## src/rtl/mpmc10_rd_strip_asm.sv

```systemverilog
// mpmc10 read-strip assembler: collects a burst of memory strips
// into one wide line and holds it until the read cache acks it.
module mpmc10_rd_strip_asm #(
  parameter int STRIP_W    = 128,
  parameter int MAX_STRIPS = 4,
  parameter int TAG_W      = 4
) (
  input  logic                          rst,
  input  logic                          clk,
  input  logic                          start,
  input  logic [5:0]                    num_strips,
  input  logic [TAG_W-1:0]              tag_i,
  input  logic                          rd_data_valid,
  input  logic [STRIP_W-1:0]            rd_data,
  output logic [STRIP_W*MAX_STRIPS-1:0] line_o,
  output logic [TAG_W-1:0]              tag_o,
  output logic                          line_vld,
  input  logic                          line_ack,
  output logic                          busy,
  output logic [5:0]                    strip_cnt,
  output logic                          err_ovf
);

  localparam logic [5:0] LAST_MAX = 6'(MAX_STRIPS - 1);

  typedef enum logic [1:0] {
    IDLE,
    COLLECT,
    HOLD
  } state_t;

  state_t state_q, state_d;

  logic [STRIP_W*MAX_STRIPS-1:0] line_q;
  logic [TAG_W-1:0]              tag_q;
  logic [5:0]                    cnt_q;
  logic [5:0]                    last_q;
  logic                          err_q;
  logic [5:0]                    slot;
  logic                          at_last;

  // MAX_STRIPS is a power of two, so masking keeps the low index bits
  assign slot    = cnt_q & LAST_MAX;
  assign at_last = (cnt_q == last_q);

  always_comb begin
    state_d = state_q;
    unique case (state_q)
      IDLE:    if (start) state_d = COLLECT;
      COLLECT: if (rd_data_valid && at_last) state_d = HOLD;
      HOLD:    if (line_ack) state_d = IDLE;
      default: state_d = IDLE;
    endcase
  end

  always_ff @(posedge clk) begin
    if (rst) begin
      state_q <= IDLE;
      line_q  <= '0;
      tag_q   <= '0;
      cnt_q   <= '0;
      last_q  <= '0;
      err_q   <= 1'b0;
    end else begin
      state_q <= state_d;
      unique case (state_q)
        IDLE: begin
          if (rd_data_valid) err_q <= 1'b1;
          if (start) begin
            tag_q  <= tag_i;
            line_q <= '0;
            cnt_q  <= '0;
            if (num_strips > LAST_MAX) begin
              last_q <= LAST_MAX;
              err_q  <= 1'b1;
            end else begin
              last_q <= num_strips;
            end
          end
        end
        COLLECT: begin
          if (rd_data_valid) begin
            line_q[int'(slot)*STRIP_W +: STRIP_W] <= rd_data;
            if (!at_last) cnt_q <= cnt_q + 6'd1;
          end
        end
        HOLD: begin
          if (rd_data_valid) err_q <= 1'b1;
        end
        default: ;
      endcase
    end
  end

  assign line_o    = line_q;
  assign tag_o     = tag_q;
  assign line_vld  = (state_q == HOLD);
  assign busy      = (state_q != IDLE);
  assign strip_cnt = cnt_q;
  assign err_ovf   = err_q;

endmodule
```

## config.mk

```make
export PLATFORM = sky130hd
export DESIGN_NAME = mpmc10_rd_strip_asm
export DESIGN_NICKNAME = d
export VERILOG_FILES = /design/src/rtl/mpmc10_rd_strip_asm.sv
export SDC_FILE = /design/constraint.sdc
export NUM_CORES = 1
export LEC_CHECK = 0
export BUFFER_PORTS_ARGS = -buffer_cell sky130_fd_sc_hd__buf_2
export CAP_MARGIN = 20
export CORE_AREA = 2 2 260 262
export CTS_CLUSTER_DIAMETER = 60
export DETAILED_ROUTE_END_ITERATION = 7
export DIE_AREA = 0 0 262 264
export PLACE_DENSITY = 0.48
export SLEW_MARGIN = 25
export SYNTH_ARGS = -nofsm -noshare
export SYNTH_HDL_FRONTEND = slang
export SYNTH_SLANG_ARGS = --single-unit
```

## constraint.sdc

```tcl
create_clock -name clk -period 4.6 [get_ports clk]
set_input_delay 0.46 -clock clk [delete_from_list [all_inputs] [get_ports clk]]
set_output_delay 0.46 -clock clk [all_outputs]
set_load 0.02 [all_outputs]
```

==> summary.md, run 1 <==
| Metric | Value |
|---|---|
| Gr usage total | 0.210 |
| Syn-to-layout area delta | 28.5% |
| Setup crit start kind | register |
| Largest net degree at the start of global routing | 129 |
| Clock Tree Buf Depth | 3 |
| Register area share after synthesis | 0.541 |
| Number of DRC markers in iteration 0 | 1155 |
| Routed Antenna Nets | 0 |
| Starting Density | 0.295 |
| First-pass GRT wire length | 113000 um |
| Multi-input gate area | 7840 sq um |
| Tmin final | 2.93 ns |
| Die width | 262 um |
| Rows | 95 |
| WP data required | 5.13 ns |
| Final Cycle Share | 0.637 |
| Post-CTS Setup Bufs | 0 |
| Cts repair resizes | 0 |
| Setup TNS | 0 ns |
| Vias in the first global route | 17289 |
| CP max FO | 31 |
| Yosys warns | 0 |
| CTS tree | yes |
| Post-DR vias/cell | 5.01 |
| Final wirelength | 76400 um |
| Worst-Skew Late Latency | 0.60 ns |
| Grt total ovfl | 0 |
| Initial antenna violation count | 10 |
| CTS buffer count | 58 |
| Nets | 2811 |
| Worst Skew | 0.0138 ns |
| Library cells used by synthesis | 39 |
| Worst Path Class, Setup | register to register |
| Slowest cell on the critical path | dfxtp_1 |
| Slew @ Worst Pin | 1.05 ns |
| Worst min path class | input port to register |
| Crit path DAT | 3.46 ns |
| H-tree levels | 2 |
| Die height | 264 um |
| Critical path, cell by cell | inv_1 -> ha_1 -> nor3_2 -> and4_4 -> buf_4 -> a22oi_1 -> nor2_1 |
| Fin. Hold Viols | 0 |
| Status | completed |
| RSZ-0062 raised after global routing | false |
| Design Area, Final | 25200 sq um |
| Hold-fix buffers, CTS | 0 |
| Worst-path clk slew | 0.06 ns |
| Vias | 17975 |
| Syn_nets | 2258 |
| Critical Path End Type | register |
| Layout cells sized above 1 | 0.371 |
| Die Area | 69200 sq um |
| Max Cap Violations | 0 |
| Drt drc | 0 |
| Port Buf Inserts | 667 |
| Final-layout fill cell count | 6862 |
| Worst slew margin | 0.299 |
| Clk sinks | 531 |
| Routability congestion estimate from global placement | 0.855 |
| Pre-antenna DRT Iters | 5 |
| Max Clk Rate | 341 MHz |
| # IOs | 668 |
| Storage cell area | 10600 sq um |
| Pwr per Cell Area | 416 nW/um^2 |
| Placed instance area | 23300 sq um |
| Worst VDD drop | 0.285 mV |
| LEAKAGE | 10.4 nW |
| WL/cell | 21.3 um |
| Mapped Area | 19700 sq um |
| Core Area | 66600 sq um |
| Hpwl dp | 50800 um |
| Flops & latches, synth | 531 |
| Post-Syn Instances | 2109 |
| Final setup vio count | 0 |
| Pins Over Slew Limit | 0 |
| Critical path's largest stage delay | 0.64 ns |
| Root buffer cell | clkbuf_16 |
| Syn avg cell area | 9.32 sq um |
## state kept, by name, summed over array words and instances (netlist names)
name and count:
err_ovf 1, last_q 6, line_o 512, state_q 2, strip_cnt 6, tag_o 4
## per-stage QoR
| stage | std cells | hold WS [ns] | util | worst slack (ns) | total power, mW |
|---|---|---|---|---|---|
| floorplan | 2109 | 0.452 | - | 2.53 | 5.38 |
| global placement | 3475 | 0.434 | 0.350 | 1.88 | 5.81 |
| detailed placement | 3475 | 0.441 | 0.350 | 1.70 | 5.82 |
| CTS | 3580 | 0.0572 | 0.379 | 1.67 | 10.6 |
| global route | 3586 | 0.0771 | 0.379 | 1.45 | 10.9 |
| finish | 3587 | 0.102 | 0.379 | 1.67 | 10.5 |
## worst paths after layout
check	from	end	slack, ns	cells after the start
max reg2reg	strip_cnt[0]	line_o[197]	1.67	7
min	tag_i[3]	tag_o[3]	0.10	3
min reg2reg	line_o[60]	line_o[60]	0.45	2
max	strip_cnt[0]	line_o[197]	1.67	7
## metal layers
layer	routed length, um	vias up	global-route usage
li1	-	8416	-
met1	31800	8774	0.263
met2	35500	663	0.344
met3	6820	116	0.0672
met4	2200	6	0.0638
met5	38	-	0
## critical path, delay by kind of cell, from the launching register on
family	cells	cell delay (ns)
buffers and inverters	2	0.69
flip-flops	1	0.64
AO/OA/AOI/OAI	1	0.12
AND/OR/NAND/NOR	3	0.92
adder cells (fa/ha/maj)	1	0.38
## placed cells by master, fill, tap and decap left out, types with 5 or more instances in the layout
master and count:
a21oi_1 266, a22oi_1 156, a22oi_2 100, buf_12 10, buf_2 666, buf_4 18
bufinv_16 5, clkbuf_1 12, clkbuf_16 61, clkbuf_8 10, clkinv_2 13, dfxtp_1 531
diode_2 7, ha_1 6, inv_1 7, nand2_1 264, nand3_1 261, nor2_1 165
nor2_2 101, or3_1 6, xnor2_1 6
## power breakdown
| group | switching (mW) | total [mW] | leakage [nW] | internal (mW) |
|---|---|---|---|---|
| Combinational | 0.817 | 1.02 | 5.10 | 0.201 |
| Sequential | 0.0335 | 4.69 | 4.28 | 4.65 |
| Clock | 1.94 | 4.79 | 0.974 | 2.85 |
## cells by family (layout without fill, tap and decap cells)
group | after synthesis | in the layout | synth area share
and+or+nand+nor | 815 | 815 | 0.191
AOI/OAI and AO/OA | 538 | 538 | 0.197
DFF | 531 | 531 | 0.541
buffers and inverters | 209 | 807 | 0.0631
adders and majority gates | 6 | 6 | 0.00382
xor gates and xnor gates | 6 | 6 | 0.00267
muxes | 4 | 4 | 0.00204
other | 0 | 7 | 0
## Yosys cell counts
| master | n | area share |
|---|---|---|
| buf_4 | 27 | 0.010 |
| nor2_1 | 165 | 0.032 |
| and2_1 | 4 | 0.0013 |
| o21ai_1 | 3 | 0.00076 |
| and4bb_4 | 1 | 0.00083 |
| o21ai_0 | 4 | 0.0010 |
| a22oi_1 | 156 | 0.060 |
| clkbuf_1 | 87 | 0.017 |
| buf_8 | 11 | 0.0084 |
| inv_1 | 7 | 0.0013 |
| nand2b_4 | 1 | 0.00070 |
| ha_1 | 6 | 0.0038 |
| nor4_4 | 2 | 0.0022 |
| dfxtp_1 | 531 | 0.54 |
| a21o_1 | 2 | 0.00076 |
| nand4_1 | 1 | 0.00032 |
| a22oi_2 | 100 | 0.064 |
| nor3_2 | 1 | 0.00051 |
| nor3_1 | 1 | 0.00025 |
| nor4_1 | 1 | 0.00032 |
| xnor2_1 | 6 | 0.0027 |
| o21a_1 | 2 | 0.00076 |
| and4_1 | 1 | 0.00045 |
| a32oi_1 | 1 | 0.00045 |
| or2_2 | 3 | 0.00096 |
| nand2_1 | 264 | 0.050 |
| buf_6 | 23 | 0.013 |
| a21oi_4 | 1 | 0.00083 |
| buf_1 | 8 | 0.0015 |
| buf_2 | 46 | 0.012 |
| mux2i_1 | 4 | 0.0020 |
| nor2_2 | 101 | 0.032 |
| nand2b_1 | 1 | 0.00032 |
| o22ai_1 | 2 | 0.00064 |
| nor2b_1 | 1 | 0.00032 |
| o2111ai_1 | 1 | 0.00045 |
| or3_1 | 6 | 0.0019 |
| nand3_1 | 261 | 0.066 |
| a21oi_1 | 266 | 0.068 |
## cell type report
class / instances / share of cell area
repair buffers: 695 / 0.146
well taps: 873 / 0.0433
diodes: 7 / 0.000694
flip-flops and latches: 531 / 0.421
multi-input cells: 1369 / 0.310
inverters: 7 / 0.00104
clock inverters: 22 / 0.00996
clock buffers: 83 / 0.0677
(Power assumes the default switching activity.)
==> inputs of run 2 (changes only) <==
--- a/config.mk
+++ b/config.mk
@@ -7,11 +7,11 @@
 export LEC_CHECK = 0
 export BUFFER_PORTS_ARGS = -buffer_cell sky130_fd_sc_hd__buf_2
 export CAP_MARGIN = 20
-export CORE_AREA = 2 2 260 262
+export CORE_AREA = 2 2 262 264
 export CTS_CLUSTER_DIAMETER = 60
 export DETAILED_ROUTE_END_ITERATION = 7
-export DIE_AREA = 0 0 262 264
-export PLACE_DENSITY = 0.48
+export DIE_AREA = 0 0 264 266
+export PLACE_DENSITY = 0.47
 export SLEW_MARGIN = 25
 export SYNTH_ARGS = -nofsm -noshare
 export SYNTH_HDL_FRONTEND = slang
==> constraint.sdc (replaced) <==
create_clock -name clk -period 2.8 [get_ports clk]
set_input_delay 0.28 -clock clk [delete_from_list [all_inputs] [get_ports clk]]
set_output_delay 0.28 -clock clk [all_outputs]
set_load 0.02 [all_outputs]
==> run 2 against run 1 <==
  * Total power is 68% higher
  * Clock power up 67%
  * Combinational power increased by 93%
  * Critical endpoint is now line_o[161]
  * Routed wire length grew 3.1%
  * Cell count up 4.7%
  * Final area is 7.5% higher
  * Via count up 4.3%
  * Non-clock buffer count grew 162
  * Highest routed layer unchanged
  * Clock skew rose by 0.0096 ns
  * Critical path type unchanged
  * Worst hold slack got worse by 0.036 ns
==> summary.md, run 2 (same netlist as run 1, synthesis figures left out) <==
| Metric | Value |
|---|---|
| Vias | 18756 |
| Most frequent cells in the layout | buf_2, dfxtp_1, a21oi_1 |
| WL/cell | 21.0 um |
| Post-route insts no fill | 3757 |
| Reg2Reg Depth | 7 |
| WP data required | 3.35 ns |
| Pre-CTS setup slack | 0.443 ns |
| Hold Path Cell Cnt | 3 |
| Switch share | 0.268 |
| Total power | 17.7 mW |
| Max Clk Rate | 429 MHz |
| Cts repair resizes | 0 |
| Routability congestion estimate from global placement | 0.827 |
| Tmin final | 2.33 ns |
| Clock share of power | 0.453 |
| Pins Over Slew Limit | 0 |
| Grt total ovfl | 0 |
| Worst slew margin | 0.453 |
| Ant. Diodes | 0 |
| Final-layout fill cell count | 6854 |
| Final setup vio count | 0 |
| Clock Tree Buf Depth | 3 |
| Setup crit start kind | register |
| Sequential share of power | 0.435 |
| Worst-path clk slew | 0.06 ns |
| Rows | 96 |
| Vias in the first global route | 18414 |
| H-tree levels | 2 |
| Critical path, cell by cell | inv_1 -> ha_1 -> nor3_2 -> and4_4 -> buf_12 -> a22oi_1 -> nor2_1 |
| CP max FO | 38 |
| # IOs | 668 |
| Final worst-path setup slack | 0.470 ns |
| Critical Path End Type | register |
| Die height | 266 um |
| Hold slack | 0.0666 ns |
| Slowest cell on the critical path | and4_4 |
| Number of DRC markers in iteration 0 | 1183 |
| Die width | 264 um |
| Syn-to-layout area delta | 38.1% |
| Setup TNS | 0 ns |
| Drt drc | 0 |
| Root buffer cell | clkbuf_16 |
| Final wirelength | 78800 um |
| Commonest non-fill, non-tap cell in the layout | buf_2 |
| Port Buf Inserts | 667 |
| Clk sinks | 531 |
| Max Cap Violations | 0 |
| RSZ-0062 raised after global routing | false |
| Sw Pwr | 4.73 mW |
| Crit path DAT | 2.88 ns |
| Internal | 13.0 mW |
| Worst Path Class, Setup | register to register |
| Die Area | 70200 sq um |
| Pwr per Cell Area | 652 nW/um^2 |
| Pre-antenna DRT Iters | 5 |
| Fin. Hold Viols | 0 |
| CTS tree | yes |
| Post-CTS Setup Bufs | 0 |
| Routed Antenna Nets | 0 |
| Status | completed |
| Nets | 2975 |
| Gr usage total | 0.215 |
| First-pass GRT wire length | 118000 um |
| Worst-Skew Late Latency | 0.62 ns |
| Worst VDD drop | 0.493 mV |
| Hold-fix buffers, CTS | 135 |
| CTS buffer count | 60 |
| Post-DR vias/cell | 4.99 |
| Initial antenna violation count | 1 |
| Hpwl dp | 52900 um |
| LEAKAGE | 11.2 nW |
| Worst Skew | 0.0234 ns |
| Starting Density | 0.290 |
| Core Area | 67700 sq um |
| Placed cells | 3511 |
| Layout cells sized above 1 | 0.360 |
| Gate power share | 0.111 |
| Max reg flops | 512 |
| Final Cycle Share | 0.832 |
| Critical path's largest stage delay | 0.51 ns |
| Largest net degree at the start of global routing | 83 |
| Slew @ Worst Pin | 0.815 ns |
| Worst min path class | input port to register |
## run 2: cell count changes in the layout (fill, tap and decap cells not counted), moves of 3 or more
cell and delta:
clkbuf_1 +3, clkbuf_8 +4, diode_2 -7, buf_4 +4, dlygate4sd3_1 +135, buf_12 +23, clkinv_2 -3
## run 2: layer usage
layer / global-route usage / vias to the layer above / wire (um)
li1: - / 8771 / -
met1: 0.270 / 9174 / 33100
met2: 0.359 / 668 / 37400
met3: 0.0562 / 141 / 5670
met4: 0.0722 / 2 / 2550
met5: 0 / - / 13
## run 2: layout make-up
| type | count | area (sq um) | area share |
|---|---|---|---|
| timing repair buffer | 857 | 5530 | 0.204 |
| clock buffer | 90 | 1780 | 0.0654 |
| sequential | 531 | 10600 | 0.392 |
| inverter | 7 | 26.3 | 0.000968 |
| multi-input combinational | 1369 | 7840 | 0.289 |
| clock inverter | 21 | 238 | 0.00876 |
| tap | 882 | 1100 | 0.0407 |
## run 2: power groups by stage
| stage | sequential (mW) | clock (mW) | combinational [mW] |
|---|---|---|---|
| 6_report | 7.70 | 8.02 | 1.97 |
| 5_1_grt | 7.71 | 8.53 | 2.09 |
| 4_1_cts | 7.70 | 8.22 | 1.98 |
| 3_5_place_dp | 7.86 | 0 | 1.82 |
| 3_3_place_gp | 7.86 | 0 | 1.80 |
| 2_1_floorplan | 7.96 | 0 | 0.880 |
## run 2: critical path: cells and delay by family, from the launching register on
family / cells / cell delay (ns)
AOI/OAI and AO/OA: 1 / 0.11
adders and majority gates: 1 / 0.35
buffers and inverters: 2 / 0.44
DFF: 1 / 0.50
and+or+nand+nor: 3 / 0.84
## run 2: worst paths after layout
path | start | end | slack [ns]
worst max-delay path | strip_cnt[1] | line_o[161] | 0.47
worst min-delay path | rd_data_valid | state_q[1] | 0.07
worst max register to register | strip_cnt[1] | line_o[161] | 0.47
worst min register to register | line_o[63] | line_o[63] | 0.45
## run 2: through the flow
step           cell area [sq um]  utilization
6_report                   27100        0.401
5_1_grt                    27100        0.401
4_1_cts                    27100        0.401
3_5_place_dp               23800        0.351
3_3_place_gp               23800        0.351
2_1_floorplan              19700            -
==> inputs of run 3 (changes only) <==
--- a/config.mk
+++ b/config.mk
@@ -7,11 +7,11 @@
 export LEC_CHECK = 0
 export BUFFER_PORTS_ARGS = -buffer_cell sky130_fd_sc_hd__buf_2
 export CAP_MARGIN = 20
-export CORE_AREA = 2 2 262 264
+export CORE_AREA = 2 2 261 263
 export CTS_CLUSTER_DIAMETER = 60
 export DETAILED_ROUTE_END_ITERATION = 7
-export DIE_AREA = 0 0 264 266
-export PLACE_DENSITY = 0.47
+export DIE_AREA = 0 0 263 265
+export PLACE_DENSITY = 0.49
 export SLEW_MARGIN = 25
 export SYNTH_ARGS = -nofsm -noshare
 export SYNTH_HDL_FRONTEND = slang
==> constraint.sdc (replaced) <==
create_clock -name clk -period 1.89 [get_ports clk]
set_input_delay 0.189 -clock clk [delete_from_list [all_inputs] [get_ports clk]]
set_output_delay 0.189 -clock clk [all_outputs]
set_load 0.02 [all_outputs]
==> run 3 against run 2 <==
  * The run now ends with setup timing left
  * Register-to-register slack got worse by 0.50 ns
  * Clock skew rose by 0.00074 ns
  * Flip-flop and latch count did not move
  * Cell count rose by 2.8%
  * Critical endpoint is now line_o[9]
  * Largest power group unchanged
==> summary.md, run 3 (same netlist as run 1, synthesis figures left out) <==
| Metric | Value |
|---|---|
| Setup TNS | -0.472 ns |
| Crit path DAT | 2.45 ns |
| Grt total ovfl | 0 |
| Most frequent cells in the layout | buf_2, dfxtp_1, nand2_1 |
| Die Area | 69700 sq um |
| Slew @ Worst Pin | 0.646 ns |
| CTS buffer count | 59 |
| Final Cycle Share | 1.02 |
| Pins Over Slew Limit | 0 |
| LEAKAGE | 12.0 nW |
| Syn-to-layout area delta | 48.6% |
| Routability congestion estimate from global placement | 0.870 |
| Hold slack | 0.0189 ns |
| Final core occ | 0.437 |
| Max Clk Rate | 520 MHz |
| Final worst-path setup slack | -0.0339 ns |
| Pre-CTS setup slack | -0.109 ns |
| # IOs | 668 |
| Placed cells | 3568 |
| Vias in the first global route | 18962 |
| Storage cell area | 10600 sq um |
| Final setup vio count | 43 |
| Placed instance area | 24500 sq um |
| Worst min path class | input port to register |
| R2r startpoint | strip_cnt[1] |
| Gr usage total | 0.224 |
| Starting Density | 0.294 |
| Final-layout fill cell count | 6553 |
| Total power | 27.1 mW |
| Max reg flops | 512 |
| First-pass GRT wire length | 121000 um |
| Drt drc | 0 |
| WL/cell | 21.5 um |
| Initial antenna violation count | 0 |
| CTS tree | yes |
| Worst Path Class, Setup | register to register |
| R2r setup slk | -0.03 ns |
| Pwr per Cell Area | 928 nW/um^2 |
| Worst setup path endpoint | line_o[9] |
| H-tree levels | 2 |
| Worst-Skew Late Latency | 0.61 ns |
| Tmin final | 1.92 ns |
| Port Buf Inserts | 667 |
| Worst VDD drop | 0.665 mV |
| Setup crit start kind | register |
| CP max FO | 9 |
| WP data required | 2.42 ns |
| Failing checks | setup timing |
| Number of DRC markers in iteration 0 | 1284 |
| Worst-path clk slew | 0.06 ns |
| Ant. Diodes | 0 |
| Layout cells sized above 1 | 0.408 |
| Clock Tree Buf Depth | 3 |
| Worst slew margin | 0.569 |
| Fin. Hold Viols | 0 |
| Routed Antenna Nets | 0 |
| Worst Skew | 0.0241 ns |
| Largest net degree at the start of global routing | 66 |
| Post-route insts no fill | 3864 |
| Final wirelength | 83100 um |
| Commonest non-fill, non-tap cell in the layout | buf_2 |
| Crit path from | strip_cnt[1] |
| Nets | 3090 |
| Root buffer cell | clkbuf_16 |
| Die height | 265 um |
| Rows | 95 |
| Core Area | 66800 sq um |
| Reg2Reg Depth | 9 |
| Design Area, Final | 29200 sq um |
| Multi-input gate area | 8130 sq um |
| Critical Path End Type | register |
| Status | finished with violations |
| Post-DR vias/cell | 5.02 |
| Max Cap Violations | 0 |
| Pre-antenna DRT Iters | 5 |
| Hpwl dp | 55400 um |
| R2r endpoint | line_o[9] |
| RSZ-0062 raised after global routing | true |
| Clk sinks | 531 |
| Die width | 263 um |
| Vias | 19386 |
run 3: cell type report:
type / instances / area share
Clock buffer: 76 / 0.0569
Clock inverter: 35 / 0.0142
Inverter: 7 / 0.00124
Multi-Input combinational cell: 1369 / 0.278
Sequential cell: 531 / 0.364
Tap cell: 873 / 0.0374
Timing Repair Buffer: 973 / 0.247
run 3: what timing repair did:
| action | 4_1_cts | 5_1_grt |
|---|---|---|
| hold buffers | 140 | 0 |
| cloned | 10 | 8 |
| setup buffers | 25 | 10 |
| endpoints found under the hold margin | 521 | 0 |
| setup endpoints to repair | 296 | 478 |
| resized for setup | 47 | 69 |
| pin swaps | 56 | 42 |
run 3: critical path, cell delays in order (launching register included):
cell       delay [ns]
dfxtp_4          0.38
inv_6            0.05
ha_4             0.24
buf_6            0.13
nor4_4           0.27
buf_6            0.18
clkbuf_16        0.19
buf_12           0.14
nand3_1          0.10
a21oi_1          0.16
run 3: how the worst min path moves through the flow:
| stage | startpoint | to | slack, ns | cells past startpoint |
|---|---|---|---|---|
| after detailed placement | num_strips[0] | last_q[0] | 0.43 | 3 |
| final | rst | line_o[450] | 0.02 | 2 |
| after global placement | num_strips[1] | last_q[1] | 0.42 | 3 |
| after floorplan | rd_data[0] | line_o[384] | 0.32 | 2 |
| after CTS | rst | line_o[450] | 0.01 | 2 |
| after global routing | rst | line_o[450] | 0.04 | 2 |
run 3: report_power, final:
group	internal, mW	total (mW)	switching, mW
clock	7.32	12.2	4.90
combinational	1.22	3.48	2.26
sequential	11.3	11.4	0.0777
total	19.9	27.1	7.24
run 3: routing by layer:
metal,up-vias,GRT usage,part of all wire
met4,0,0.0846,0.035
met3,158,0.0622,0.075
li1,9006,-,-
met5,-,0,0
met1,9482,0.269,0.41
met2,740,0.380,0.48
